<file path="config.mk">
export PLATFORM = sky130hd
export DESIGN_NAME = ddr4_cal_rd_cas_sched
export DESIGN_NICKNAME = d
export VERILOG_FILES = /design/src/rtl/ddr4_cal_rd_cas_sched.sv
export SDC_FILE = /design/constraint.sdc
export NUM_CORES = 1
export LEC_CHECK = 0
export CAP_MARGIN = 20
export CORE_MARGIN = 5
export CORE_UTILIZATION = 34
export CTS_CLUSTER_SIZE = 8
export DETAILED_ROUTE_END_ITERATION = 8
export GPL_TIMING_DRIVEN = 0
export PLACE_DENSITY = 0.73
export SLEW_MARGIN = 10
export SYNTH_ARGS = -nofsm -noshare
export SYNTH_HDL_FRONTEND = slang
export SYNTH_SLANG_ARGS = --single-unit
export TNS_END_PERCENT = 20
</file>
<file path="constraint.sdc">
create_clock -name clk -period 1.7 [get_ports clk]
set_input_delay 0.34 -clock clk [delete_from_list [all_inputs] [get_ports clk]]
set_output_delay 0.34 -clock clk [all_outputs]
set_load 0.03 [all_outputs]
</file>
<file path="src/rtl/ddr4_cal_rd_cas_sched.sv">
// Read-CAS scheduler: arbitrates calibration and MC read-CAS requests, enforcing
// same-rank / rank-switch spacing, and drives registered rdCAS, rank and slot.
module ddr4_cal_rd_cas_sched #(
  parameter int unsigned RANKS           = 1,
  parameter int unsigned SAME_RANK_GAP   = 1,
  parameter int unsigned RANK_SWITCH_GAP = 2
) (
  input  logic       clk,
  input  logic       rst,
  input  logic       calDone,
  input  logic       cal_req,
  input  logic [1:0] cal_rank,
  output logic       cal_gnt,
  input  logic       mc_req,
  input  logic [1:0] mc_rank,
  input  logic       mc_slot2,
  output logic       mc_gnt,
  output logic       rdCAS,
  output logic       calrdCAS,
  output logic       mcrdCAS,
  output logic [1:0] winRank,
  output logic [1:0] casSlot,
  output logic       mccasSlot2
);

  localparam int unsigned CntW = 4;
  localparam int unsigned GapW = 5;
  localparam logic [CntW-1:0] CntMax = '1;

  logic [CntW-1:0] cnt_q, cnt_d;
  logic [1:0]      last_rank_q, last_rank_d;
  logic            last_slot2_q, last_slot2_d;
  logic            rr_q, rr_d;
  logic            cal_gnt_q, cal_gnt_d;
  logic            mc_gnt_q, mc_gnt_d;
  logic [1:0]      win_rank_q, win_rank_d;
  logic            slot2_q, slot2_d;

  logic [1:0] cal_rank_eff, mc_rank_eff;
  logic       cal_ok, mc_ok, pick_cal, pick_mc;

  // Widened to 5 bits so cnt=15 plus one cannot wrap.
  function automatic logic gap_ok(input logic [1:0] rank, input logic [1:0] lrank,
                                  input logic lslot2, input logic [CntW-1:0] cnt);
    logic [GapW-1:0] gap;
    if (RANKS == 1 || rank == lrank) gap = GapW'(SAME_RANK_GAP);
    else                             gap = GapW'(RANK_SWITCH_GAP) + GapW'(lslot2);
    return (GapW'(cnt) + GapW'(1)) >= gap;
  endfunction

  always_comb begin
    cal_rank_eff = (RANKS == 1) ? 2'b00 : cal_rank;
    mc_rank_eff  = (RANKS == 1) ? 2'b00 : mc_rank;
    cal_ok   = cal_req && !cal_gnt_q && gap_ok(cal_rank_eff, last_rank_q, last_slot2_q, cnt_q);
    mc_ok    = mc_req && calDone && !mc_gnt_q &&
               gap_ok(mc_rank_eff, last_rank_q, last_slot2_q, cnt_q);
    pick_cal = cal_ok && (!mc_ok || !rr_q);
    pick_mc  = mc_ok && !pick_cal;

    cnt_d        = (cnt_q == CntMax) ? CntMax : cnt_q + CntW'(1);
    last_rank_d  = last_rank_q;
    last_slot2_d = last_slot2_q;
    rr_d         = rr_q;
    cal_gnt_d    = 1'b0;
    mc_gnt_d     = 1'b0;
    win_rank_d   = 2'b00;
    slot2_d      = 1'b0;

    if (cal_ok && mc_ok) rr_d = pick_cal;
    if (pick_cal) begin
      cal_gnt_d    = 1'b1;
      win_rank_d   = cal_rank_eff;
      cnt_d        = '0;
      last_rank_d  = cal_rank_eff;
      last_slot2_d = 1'b0;
    end else if (pick_mc) begin
      mc_gnt_d     = 1'b1;
      win_rank_d   = mc_rank_eff;
      slot2_d      = mc_slot2;
      cnt_d        = '0;
      last_rank_d  = mc_rank_eff;
      last_slot2_d = mc_slot2;
    end
  end

  always_ff @(posedge clk) begin
    if (rst) begin
      cnt_q        <= CntMax;
      last_rank_q  <= 2'b00;
      last_slot2_q <= 1'b0;
      rr_q         <= 1'b0;
      cal_gnt_q    <= 1'b0;
      mc_gnt_q     <= 1'b0;
      win_rank_q   <= 2'b00;
      slot2_q      <= 1'b0;
    end else begin
      cnt_q        <= cnt_d;
      last_rank_q  <= last_rank_d;
      last_slot2_q <= last_slot2_d;
      rr_q         <= rr_d;
      cal_gnt_q    <= cal_gnt_d;
      mc_gnt_q     <= mc_gnt_d;
      win_rank_q   <= win_rank_d;
      slot2_q      <= slot2_d;
    end
  end

  assign cal_gnt    = cal_gnt_q;
  assign mc_gnt     = mc_gnt_q;
  assign rdCAS      = cal_gnt_q | mc_gnt_q;
  assign calrdCAS   = cal_gnt_q;
  assign mcrdCAS    = mc_gnt_q;
  assign winRank    = win_rank_q;
  assign casSlot    = {slot2_q, 1'b0};
  assign mccasSlot2 = slot2_q;

endmodule

</file>
### Yosys cells after proc, flatten, opt, wreduce, memory -nomap -nowiden

Index checks and enable logic that the tools add are counted.

* memories kept: 0
* bits in writable memories: 0
* output and inout bits: 10
* flip-flop bits (word level): 8
* bits in latches: 0
* ROM bits: 0
* logic and storage cells: 32

* bitwise logic cells: 2
* muxes and demuxes: 5
* reductions and logical operators: 16
* add/subtract/negate cells: 2
* divide/modulo/power cells: 0
* shifts and indexed selects: 0
* multipliers: 0
* equality and inequality tests: 1
* order comparisons: 1

Operators by type and width (count)
* 4-bit 2-to-1 mux: 3
* 1-bit logical AND: 8
* 4-bit by 1-bit adder with 5-bit output (second input constant): 1
* 5-bit by 1-bit >= comparator with 1-bit output (second input constant): 1
* 1-bit zero test: 5
* 4-bit by 1-bit adder with 4-bit output (second input constant): 1
* 4-bit == test (second input constant): 1
* 3-bit OR reduction: 1
* 1-bit 2-to-1 mux: 2
* 2-bit OR reduction: 1
* 1-bit logical OR: 1
* 1-bit inverter: 1
* 1-bit bitwise OR: 1

### Logic depth before layout (Yosys ltp)

Gate-level depths: netlist (run 1).

* depth after elaboration: 10
* gate-level depth with buffers: 6
* depth with buffers taken out: 6

### Worst setup path after synthesis (run 1)

No wires, ideal clock.

* path type: register -> register
* start point: register cnt_q[0]
* end point: register slot2_q, in the netlist mccasSlot2
* period minus slack after synthesis: 1664 ps
* required time: 1585 ps
* slack: 36 ps
* data arrival time: 1549 ps
* cell stages (with the launch flop): 7
* path buffers: 0
* path through: dfxtp_1 > inv_1 > ha_1 > or4b_4 > a21oi_4 > nor4_1 > and2_1

* word-level cells in the longest chain between the ends: 10
* elaborated cells on any way between the ends: 11
* those cells by class: add/sub (1); order compare (1); bitwise (1); reduce/logical (8)

RTL lines
* start: declaration: RTL line 30 `logic [CntW-1:0] cnt_q, cnt_d;`
* start signal: assignment: RTL line 88 `cnt_q <= CntMax;`
* start signal: assignment: RTL line 97 `cnt_q <= cnt_d;`
* 4-bit by 1-bit adder with 5-bit output (*): RTL line 48 `return (GapW'(cnt) + GapW'(1)) >= gap;`
* 5-bit by 1-bit >= comparator with 1-bit output (*): RTL line 48
* 1-bit logical AND: RTL line 55 `mc_ok = mc_req && calDone && !mc_gnt_q &&`
* 1-bit zero test: RTL line 57 `pick_cal = cal_ok && (!mc_ok || !rr_q);`
* 1-bit logical OR: RTL line 57
* 1-bit logical AND: RTL line 57
* 1-bit zero test: RTL line 58 `pick_mc = mc_ok && !pick_cal;`
* 1-bit logical AND: RTL line 58
* 1-bit inverter (no source line)
* 3-bit OR reduction (no source line) (*)
* end signal: assignment: RTL line 104 `slot2_q <= slot2_d;`
* end: declaration: RTL line 37 `logic slot2_q, slot2_d;`

Mark *: on every way between the ends. The rest lies on a longest branch, timed or not.
A chain may end at the register's enable or synchronous reset.

### Worst setup path in the final report (run 1)

* start point: register cnt_q[1]
* end point: register cnt_q[1]

* word-level cells in the longest chain between the ends: 10
* elaborated cells on any way between the ends: 14
* those cells by class: add/sub (2); order compare (1); eq/ne (1); mux (3); reduce/logical (7)

RTL lines
* 4-bit by 1-bit adder with 5-bit output: RTL line 48
* 5-bit by 1-bit >= comparator with 1-bit output: RTL line 48
* 1-bit logical AND: RTL line 55
* 1-bit zero test: RTL line 57
* 1-bit logical OR: RTL line 57
* 1-bit logical AND: RTL line 57
* 1-bit zero test: RTL line 58
* 1-bit logical AND: RTL line 58
* 4-bit 2-to-1 mux: RTL line 76 `end else if (pick_mc) begin`
* 4-bit 2-to-1 mux (*): RTL line 70 `if (pick_cal) begin`

Marked as above.

==> metrics, run 1 <==
status complete, no violations; Setup crit end cnt_q[1]; fin crit period 1.69 ns; nets@finish 81; simple-gate portion of the synthesized area 0.251; YS warnings 0; CTS Buf Count 3; clk_skew 0.0105 ns; drt wl/cell 11.5 um; register area share after synthesis 0.362; Final ANT Viol Nets 0; Top Layer Used met4; # hold bufs at CTS 0; drt drc 0; Synth Register Bits 8; Req. time, crit path 1.89 ns; largest net degree at the start of global routing 9; r2r endpoint cnt_q[1]; worst reg2reg path depth 6; dpl ws -0.115 ns; Comb power frac 0.303; gp weighted congestion 0.761; share of cells above drive strength 1 0.388; worst reg2reg path startpoint cnt_q[1]; DR WL met3 89 um; Cells after Synth 47; compound-cell area share of the yosys netlist 0.172; Async SR Flop Fraction 0; via count 391; drt first pass iters 2; Post-Syn Area 443 sq um; HPWL Detailed 699 um; area share of fa/ha/maj cells after synthesis 0.0565; gr ovfl total 0; initial DRC count 4; die area 0.00212 sq mm; CP max stage delay 0.52 ns; clock transition at the registers of the reported paths 0.06 ns; # fillers 122; top-level I/O count 20; Die Y 46.1 um; Int Power 0.368 mW; Sinks on Clock Net 8; number of global-route vias before repair 332; Leak 0.294 nW; average size of a mapped cell 9.42 sq um; Reg power frac 0.417; non-filler cells, final 82; maximum vdd drop 0.557 mV; Synth Flop Type dfxtp_1; initial antenna violation count 0; Clock Tree Buf Depth 2; setup total negative slack 0 ns; crit path cell chain inv_2 > ha_4 > or4b_4 > a21oi_4 > or2_4 > a31o_1; synth-to-layout area growth 47.2%; Startpoint Class flip-flop; CP Launch Point cnt_q[1]; post-synthesis mux area share 0.0226; WS Path Type reg -> reg; H-tree depth reported by CTS 1; CP max-delay cell or4b_4; Pwr per Cell Area 813 mW/mm^2; final wirelength 947 um; die width 46.1 um; Root Driver clkbuf_4; Placed Instances 76; initial cell density of the core 0.349; crit share post-route 0.997; largest family of logic cells by synthesized area simple AND/OR/NAND/NOR gates; Fin. Hold Viols 0; Crit. End Element flip-flop; GRT Overall Usage 0.0968; Clk network pwr share 0.280; vias per cell 4.77; Max FO, Critical Path 5; final design utilization 0.514; CTS tree built; first-pass GRT wire length 1370 um; Max-Cap Viols 0; FMAX 590 MHz; Synth cell types 23; wire length on met2 461 um; final number of max-transition violations 0; Std-Cell Core Area 0.00127 sq mm; FP Rows 13; Crit path arrival time 1.89 ns; Synth Area in XOR/XNOR 0; PortBufs 12; n_diodes 0; switching share of power 0.305; RSZ-0062 raised after global routing yes; endpoints failing setup 0; Post-synth EDFFs 0; Clock Latency Late Sink 0.26 ns; HP Start rr_q; net switching power 0.162 mW; hold crit path type reg -> reg; met1 WL 351 um; R2R Setup Slk 0.005 ns; final worst slack 0.00514 ns
stage by stage:
stage                     power (mW)  hold slack, ns  instance area (sq um)
after floorplan                0.321           0.409                    450
after global placement         0.360           0.477                    589
after detailed placement       0.364           0.482                    589
after CTS                      0.518           0.491                    607
after global routing           0.565           0.512                    652
final                          0.530           0.482                    652
logic make-up (layout without fill, tap and decap cells):
logic type	after synthesis	in the layout
simple gates	17	17
compound gates	9	9
buf+inv	9	27
flops	8	8
fa+ha+maj	2	2
other cells	1	3
mux	1	1
how the worst min path moves through the flow:
| stage | depth (start not counted) | slack [ns] | endpoint |
|---|---|---|---|
| after floorplan | 1 | 0.41 | rr_q |
| after global placement | 1 | 0.48 | cal_gnt |
| after detailed placement | 1 | 0.48 | cal_gnt |
| after CTS | 1 | 0.49 | cal_gnt |
| after global routing | 1 | 0.51 | cal_gnt |
| final | 1 | 0.48 | cal_gnt |
metal layers:
metal	GRT usage	vias to the layer above
met5	0	-
met3	0.0117	5
li1	-	198
met1	0.0862	172
met2	0.168	16
met4	0.119	0
flip-flops by register name, summed over array words and instances, names as in the netlist:
name        flops
cal_gnt         1
cnt_q           4
mc_gnt          1
mccasSlot2      1
rr_q            1
critical path: cells and delay by family (launching register included):
family	cells	cell delay [ns]
AOI/OAI and AO/OA	2	0.32
adders and majority gates	1	0.23
DFF	1	0.35
buffers and inverters	1	0.05
and+or+nand+nor	2	0.68
cells in the final DEF, fill, tap and decap left out, types with 2 or more instances in the layout:
cell type        Yosys  routed
nand3_1              2       2
a31o_1               2       2
inv_2                0       2
clkbuf_4             0       3
or2_2                3       2
nand3b_1             3       3
conb_1               1       3
nand2b_1             3       3
a21oi_1              2       2
buf_4                6      12
clkdlybuf4s50_1      0       8
dfxtp_1              8       6
power by group through the flow:
stage                     registers [mW]  clock network [mW]  logic [mW]
after global placement             0.223                   0       0.138
final                              0.221               0.148       0.161
after detailed placement           0.223                   0       0.141
after CTS                          0.220               0.159       0.139
after global routing               0.223               0.171       0.172
after floorplan                    0.225                   0      0.0954
synthesized netlist by cell type, types with 2 or more instances:
cell,instances,area (sq um)
or2_2,3,18.8
nand3_1,2,10.0
ha_1,2,25.0
nand3b_1,3,22.5
buf_4,6,45.0
a21oi_1,2,10.0
a31o_1,2,17.5
inv_1,3,11.3
dfxtp_1,8,160
nand2b_1,3,18.8
what timing repair did:
item	4_1_cts	5_1_grt
pin swaps	0	4
setup buffers	0	3
setup endpoints to repair	8	7
resized for setup	4	8
gates cloned	0	0
cell type report:
class,instances,area [sq um],area share
Multi-Input combinational cell,32,255,0.392
Clock buffer,3,22.5,0.0345
Tap cell,15,18.8,0.0288
Timing Repair Buffer,15,134,0.205
Inverter,3,11.3,0.0173
Sequential cell,8,165,0.253
Buffer,6,45.0,0.0691
(Power assumes the default switching activity.)
==> run 2, diff against run 1 <==
- ABC_CLOCK_PERIOD_IN_PS: default -> 1700
- PLACE_DENSITY: 0.73 -> 0.79
- SLEW_MARGIN: 10 -> 20
==> run 2 against run 1 <==
Compared with the run above:
- the run now ends with negative setup slack left
- wire length is 1.3% lower
- final cell count shrank 1.2%
- worst hold slack gained 0.0031 ns
- sequential share of layout area down 0.43 points
- non-clock buffer count shrank 1
- register-to-register slack barely moved
- largest power group unchanged
- setup slack lost 0.013 ns
- combinational power up 2%
- die area stayed put
- count of clock-buffer cells in the layout unchanged
- maximum frequency shrank 0.77%
- utilization is 0.099 points higher
==> metrics, run 2 (same netlist as run 1, synthesis figures left out) <==
status finished with violations; violated checks negative setup slack; Startpoint Class flip-flop; number of global-route vias before repair 302 (-9.0%); Fin. Hold Viols 0 (unchanged); nets@finish 80 (-1.2%); WS Path Type reg -> reg; HPWL Detailed 623 um (-11%); drt drc 0 (unchanged); Seq. cell area 163 sq um (-1.5%); area occupied by multi-input gates 267 sq um (+4.4%); Reg power frac 0.407 (-0.010); dpl ws -0.0897 ns (+0.0253 ns); net switching power 0.170 mW (+5.3%); first-pass GRT wire length 1300 um (-4.5%); FP Rows 13 (unchanged); commonest non-fill, non-tap cell in the layout buf_4; r2r endpoint cnt_q[0]; H-tree depth reported by CTS 1 (unchanged); n_diodes 0 (unchanged); setup total negative slack -0.0139 ns (-0.0139 ns); CTS Buf Count 3 (unchanged); Comb power frac 0.307 (+0.004); worst reg2reg path depth 6 (unchanged); Die Y 46.1 um (unchanged); Int Power 0.368 mW (about the same); Clock Tree Buf Depth 2 (unchanged); Final ANT Viol Nets 0 (unchanged); final number of max-transition violations 0 (unchanged); largest net degree at the start of global routing 9 (unchanged); # hold bufs at CTS 0 (unchanged); CP max-delay cell or4b_4; final design utilization 0.515 (+0.000986); GRT Overall Usage 0.0995 (+0.00270); die area 0.00212 sq mm (unchanged); Crit path arrival time 1.92 ns (+0.03 ns); crit path cell chain inv_2 > ha_4 > or4b_4 > a21oi_4 > or2_4 > a31o_1; CP Launch Point cnt_q[0]; drt first pass iters 4 (+2); most frequent cells in the layout 11 x buf_4, 8 x clkdlybuf4s50_1, 6 x dfxtp_1; Worst path depth 6 (unchanged); initial cell density of the core 0.349 (unchanged); Leak 0.289 nW (-1.7%); CTS tree built; Root Driver clkbuf_4; FMAX 585 MHz (-0.77%); vias per cell 4.65 (-2.4%); Setup crit end cnt_q[0]; via count 377 (-3.6%); Pwr per Cell Area 824 mW/mm^2 (+1.4%); endpoints failing setup 2 (+2); Max-Cap Viols 0 (unchanged); Sinks on Clock Net 8 (unchanged); die width 46.1 um (unchanged); Clk network pwr share 0.286 (+0.006); gp weighted congestion 0.826 (+8.6%); final worst slack -0.00800 ns (-0.0131 ns); worst path buffer plus inverter count 1 (unchanged); fin crit period 1.71 ns (+0.0131 ns); R2R Setup Slk -0.008 ns (about the same); clock transition at the registers of the reported paths 0.06 ns (about the same); clk_skew 0.00384 ns (-0.00667 ns); max FFs per register 4 (unchanged); final hold slack 0.485 ns (+0.00306 ns); hold crit path type reg -> reg; Std-Cell Core Area 0.00127 sq mm (unchanged); maximum vdd drop 0.439 mV (-21%); CP max stage delay 0.52 ns (about the same); Crit. End Element flip-flop; RSZ-0062 raised after global routing yes; final wirelength 935 um (-1.3%); crit share post-route 1.00 (+0.00773); PortBufs 12 (unchanged); worst reg2reg path startpoint cnt_q[0]; switching share of power 0.316 (+0.0113); # fillers 122 (unchanged); Crit path max-delay family simple AND/OR/NAND/NOR gates; Req. time, crit path 1.91 ns (+0.02 ns); share of cells above drive strength 1 0.394 (+0.00588); initial DRC count 6 (+2); Largest Register cnt_q; Max FO, Critical Path 5 (unchanged); synth-to-layout area growth 47.5%; gr ovfl total 0 (unchanged); initial antenna violation count 0 (unchanged); Clock Latency Late Sink 0.27 ns (about the same); total power 0.538 mW (+1.6%); drt wl/cell 11.5 um (about the same); top-level I/O count 20 (unchanged)
run 2: cell count changes in the layout (fill, tap and decap cells not counted), sizes merged:
cell and change:
buf -1
run 2: cell type report:
class,count,area share
Clock buffer,3,0.0345
Tap cell,15,0.0287
Sequential cell,8,0.249
Multi-Input combinational cell,32,0.408
Buffer,6,0.0690
Timing Repair Buffer,14,0.193
Inverter,3,0.0172
run 2: routing by layer:
metal	routed length [um]	vias to the layer above	GRT usage
met3	109	5	0.0625
met1	414	159	0.0941
met2	368	16	0.132
met4	42	0	0.119
li1	-	197	-
met5	0	-	0
run 2: how the worst min path moves through the flow:
stage | from | endpoint | slack [ns] | depth (start not counted)
3_5_place_dp | rr_q | cal_gnt | 0.47 | 1
3_3_place_gp | rr_q | cal_gnt | 0.46 | 1
2_1_floorplan | rst | rr_q | 0.41 | 1
6_report | rr_q | cal_gnt | 0.49 | 1
4_1_cts | rr_q | cal_gnt | 0.48 | 1
5_1_grt | rr_q | rr_q | 0.52 | 2
run 2: repair_timing:
action                     4_1_cts  5_1_grt
buffers inserted                 0        2
pin swaps                        1        4
gates resized for setup          6        7
setup endpoints to repair        8        8
run 2: power groups by stage:
stage	logic (mW)	clock network (mW)	registers (mW)
final	0.165	0.154	0.219
after global routing	0.176	0.171	0.221
after CTS	0.140	0.158	0.219
after detailed placement	0.140	0	0.222
after global placement	0.138	0	0.222
after floorplan	0.0954	0	0.225
run 2: stage by stage:
stage	instances	area (sq um)
3_5_place_dp	76	589
3_3_place_gp	76	589
4_1_cts	79	611
5_1_grt	81	653
2_1_floorplan	49	450
6_report	81	653
==> run 3, diff against run 2 <==
- RECOVER_POWER: default -> 25
==> run 3 against run 2 <==
Compared with the run above:
- the run still ends with negative setup slack left
- final area decreased by 0.57%
- sequential power hardly changed
- count of clock-buffer cells in the layout unchanged
- critical path depth stayed put
- total power is essentially flat
- clock power is essentially flat
- via count unchanged
- final cell count unchanged
- maximum frequency unchanged
- critical path type unchanged
- critical endpoint unchanged
- largest power group unchanged
==> metrics, run 3 (same netlist as run 1, synthesis figures left out) <==
RSZ-0062 raised after global routing yes; die width 46.1 um (unchanged); Final ANT Viol Nets 0 (unchanged); endpoints failing setup 2 (unchanged); FP Rows 13 (unchanged); crit path cell chain inv_2 > ha_4 > or4b_4 > a21oi_4 > or2_4 > a31o_1; max FFs per register 4 (unchanged); Max-Cap Viols 0 (unchanged); largest net degree at the start of global routing 9 (unchanged); number of global-route vias before repair 302 (unchanged); Die Y 46.1 um (unchanged); Startpoint Class flip-flop; status finished with violations; Crit path arrival time 1.92 ns (about the same); nets@finish 80 (unchanged); share of cells above drive strength 1 0.379 (-0.0152); GRT Overall Usage 0.0995 (unchanged); H-tree depth reported by CTS 1 (unchanged); worst reg2reg path depth 6 (unchanged); worst path buffer plus inverter count 1 (unchanged); fin crit period 1.71 ns (unchanged); maximum vdd drop 0.439 mV (about the same); final wirelength 938 um (+0.32%); CP Launch Point cnt_q[0]; FMAX 585 MHz (unchanged); Leak 0.285 nW (-1.5%); vias per cell 4.65 (unchanged); r2r endpoint cnt_q[0]; Std-Cell Core Area 0.00127 sq mm (unchanged); drt first pass iters 4 (unchanged); Placed Instances 76 (unchanged); Worst path depth 6 (unchanged); final design utilization 0.512 (-0.00296); top-level I/O count 20 (unchanged); initial cell density of the core 0.349 (unchanged); HPWL Detailed 623 um (unchanged); Clock Tree Buf Depth 2 (unchanged); Clock Latency Late Sink 0.27 ns (about the same); Crit. End Element flip-flop; first-pass GRT wire length 1300 um (unchanged); clk_skew 0.00384 ns (unchanged); hold crit path type reg -> reg; final worst slack -0.00800 ns (unchanged); R2R Setup Slk -0.008 ns (about the same); Pwr per Cell Area 828 mW/mm^2 (+0.49%); CTS Buf Count 3 (unchanged); initial antenna violation count 0 (unchanged); Fin. Hold Viols 0 (unchanged); dpl ws -0.0897 ns (unchanged); final number of max-transition violations 0 (unchanged); # fillers 121 (-0.82%); gr ovfl total 0 (unchanged); clock transition at the registers of the reported paths 0.06 ns (about the same); crit share post-route 1.00 (unchanged); PortBufs 12 (unchanged); Crit path max-delay family simple AND/OR/NAND/NOR gates; non-filler cells, final 81 (unchanged); Req. time, crit path 1.91 ns (about the same); worst reg2reg path startpoint cnt_q[0]; CP max stage delay 0.52 ns (about the same); setup total negative slack -0.0139 ns (unchanged); n_diodes 0 (unchanged); Max FO, Critical Path 5 (unchanged); via count 377 (unchanged); die area 0.00212 sq mm (unchanged); synth-to-layout area growth 46.6%; WS Path Type reg -> reg; CTS tree built; gp weighted congestion 0.826 (unchanged); Sinks on Clock Net 8 (unchanged); drt drc 0 (unchanged); violated checks negative setup slack; Largest Register cnt_q; commonest non-fill, non-tap cell in the layout buf_4; drt wl/cell 11.6 um (+0.32%); Root Driver clkbuf_4; Setup crit end cnt_q[0]; most frequent cells in the layout 10 x buf_4, 8 x clkdlybuf4s50_1, 6 x dfxtp_1; initial DRC count 6 (unchanged); CP max-delay cell or4b_4
-- run 3: cell count changes in the layout (fill, tap and decap cells not counted), sizes merged --
cell / before / now
clkbuf: 3 / 4
buf: 11 / 10
-- run 3: worst min path at each step --
stage          from      end  slack (ns)  cells after the start
3_5_place_dp   rr_q  cal_gnt        0.47                      1
6_report       rr_q  cal_gnt        0.49                      1
3_3_place_gp   rr_q  cal_gnt        0.46                      1
5_1_grt        rr_q     rr_q        0.52                      2
2_1_floorplan   rst     rr_q        0.41                      1
4_1_cts        rr_q  cal_gnt        0.48                      1
-- run 3: area by class of cell --
| type | count | area, sq um | area share |
|---|---|---|---|
| flip-flops and latches | 8 | 163 | 0.250 |
| repair buffers | 14 | 123 | 0.189 |
| plain buffers | 6 | 45.0 | 0.0694 |
| inverters | 3 | 11.3 | 0.0173 |
| clock buffers | 3 | 22.5 | 0.0347 |
| well taps | 15 | 18.8 | 0.0289 |
| multi-input cells | 32 | 267 | 0.410 |
-- run 3: repair_timing --
action	4_1_cts	5_1_grt
setup buffers	0	2
endpoints found under the setup margin	8	8
pin swaps	1	4
cloned	0	0
hold buffers	0	0
resized for setup	6	7
-- run 3: per-layer routing --
metal	global-route usage	vias to the layer above	part of all wire
met3	0.0625	5	0.11
met1	0.0941	159	0.45
met5	0	-	0
met2	0.132	16	0.39
met4	0.119	0	0.045
li1	-	197	-
-- run 3: stage by stage --
step                power, mW  hold WS [ns]  instance area, sq um
CTS                     0.517         0.480                   611
detailed placement      0.362         0.472                   589
global route            0.568         0.521                   649
floorplan               0.321         0.409                   450
finish                  0.537         0.485                   649
global placement        0.360         0.465                   589
-- run 3: power breakdown --
group | switching [mW] | leakage (nW) | internal [mW] | total [mW]
sequential | 0.0143 | 0.0661 | 0.204 | 0.219
clock | 0.0725 | 0.0138 | 0.0813 | 0.154
combinational | 0.0834 | 0.205 | 0.0815 | 0.165
total | 0.170 | 0.285 | 0.367 | 0.537
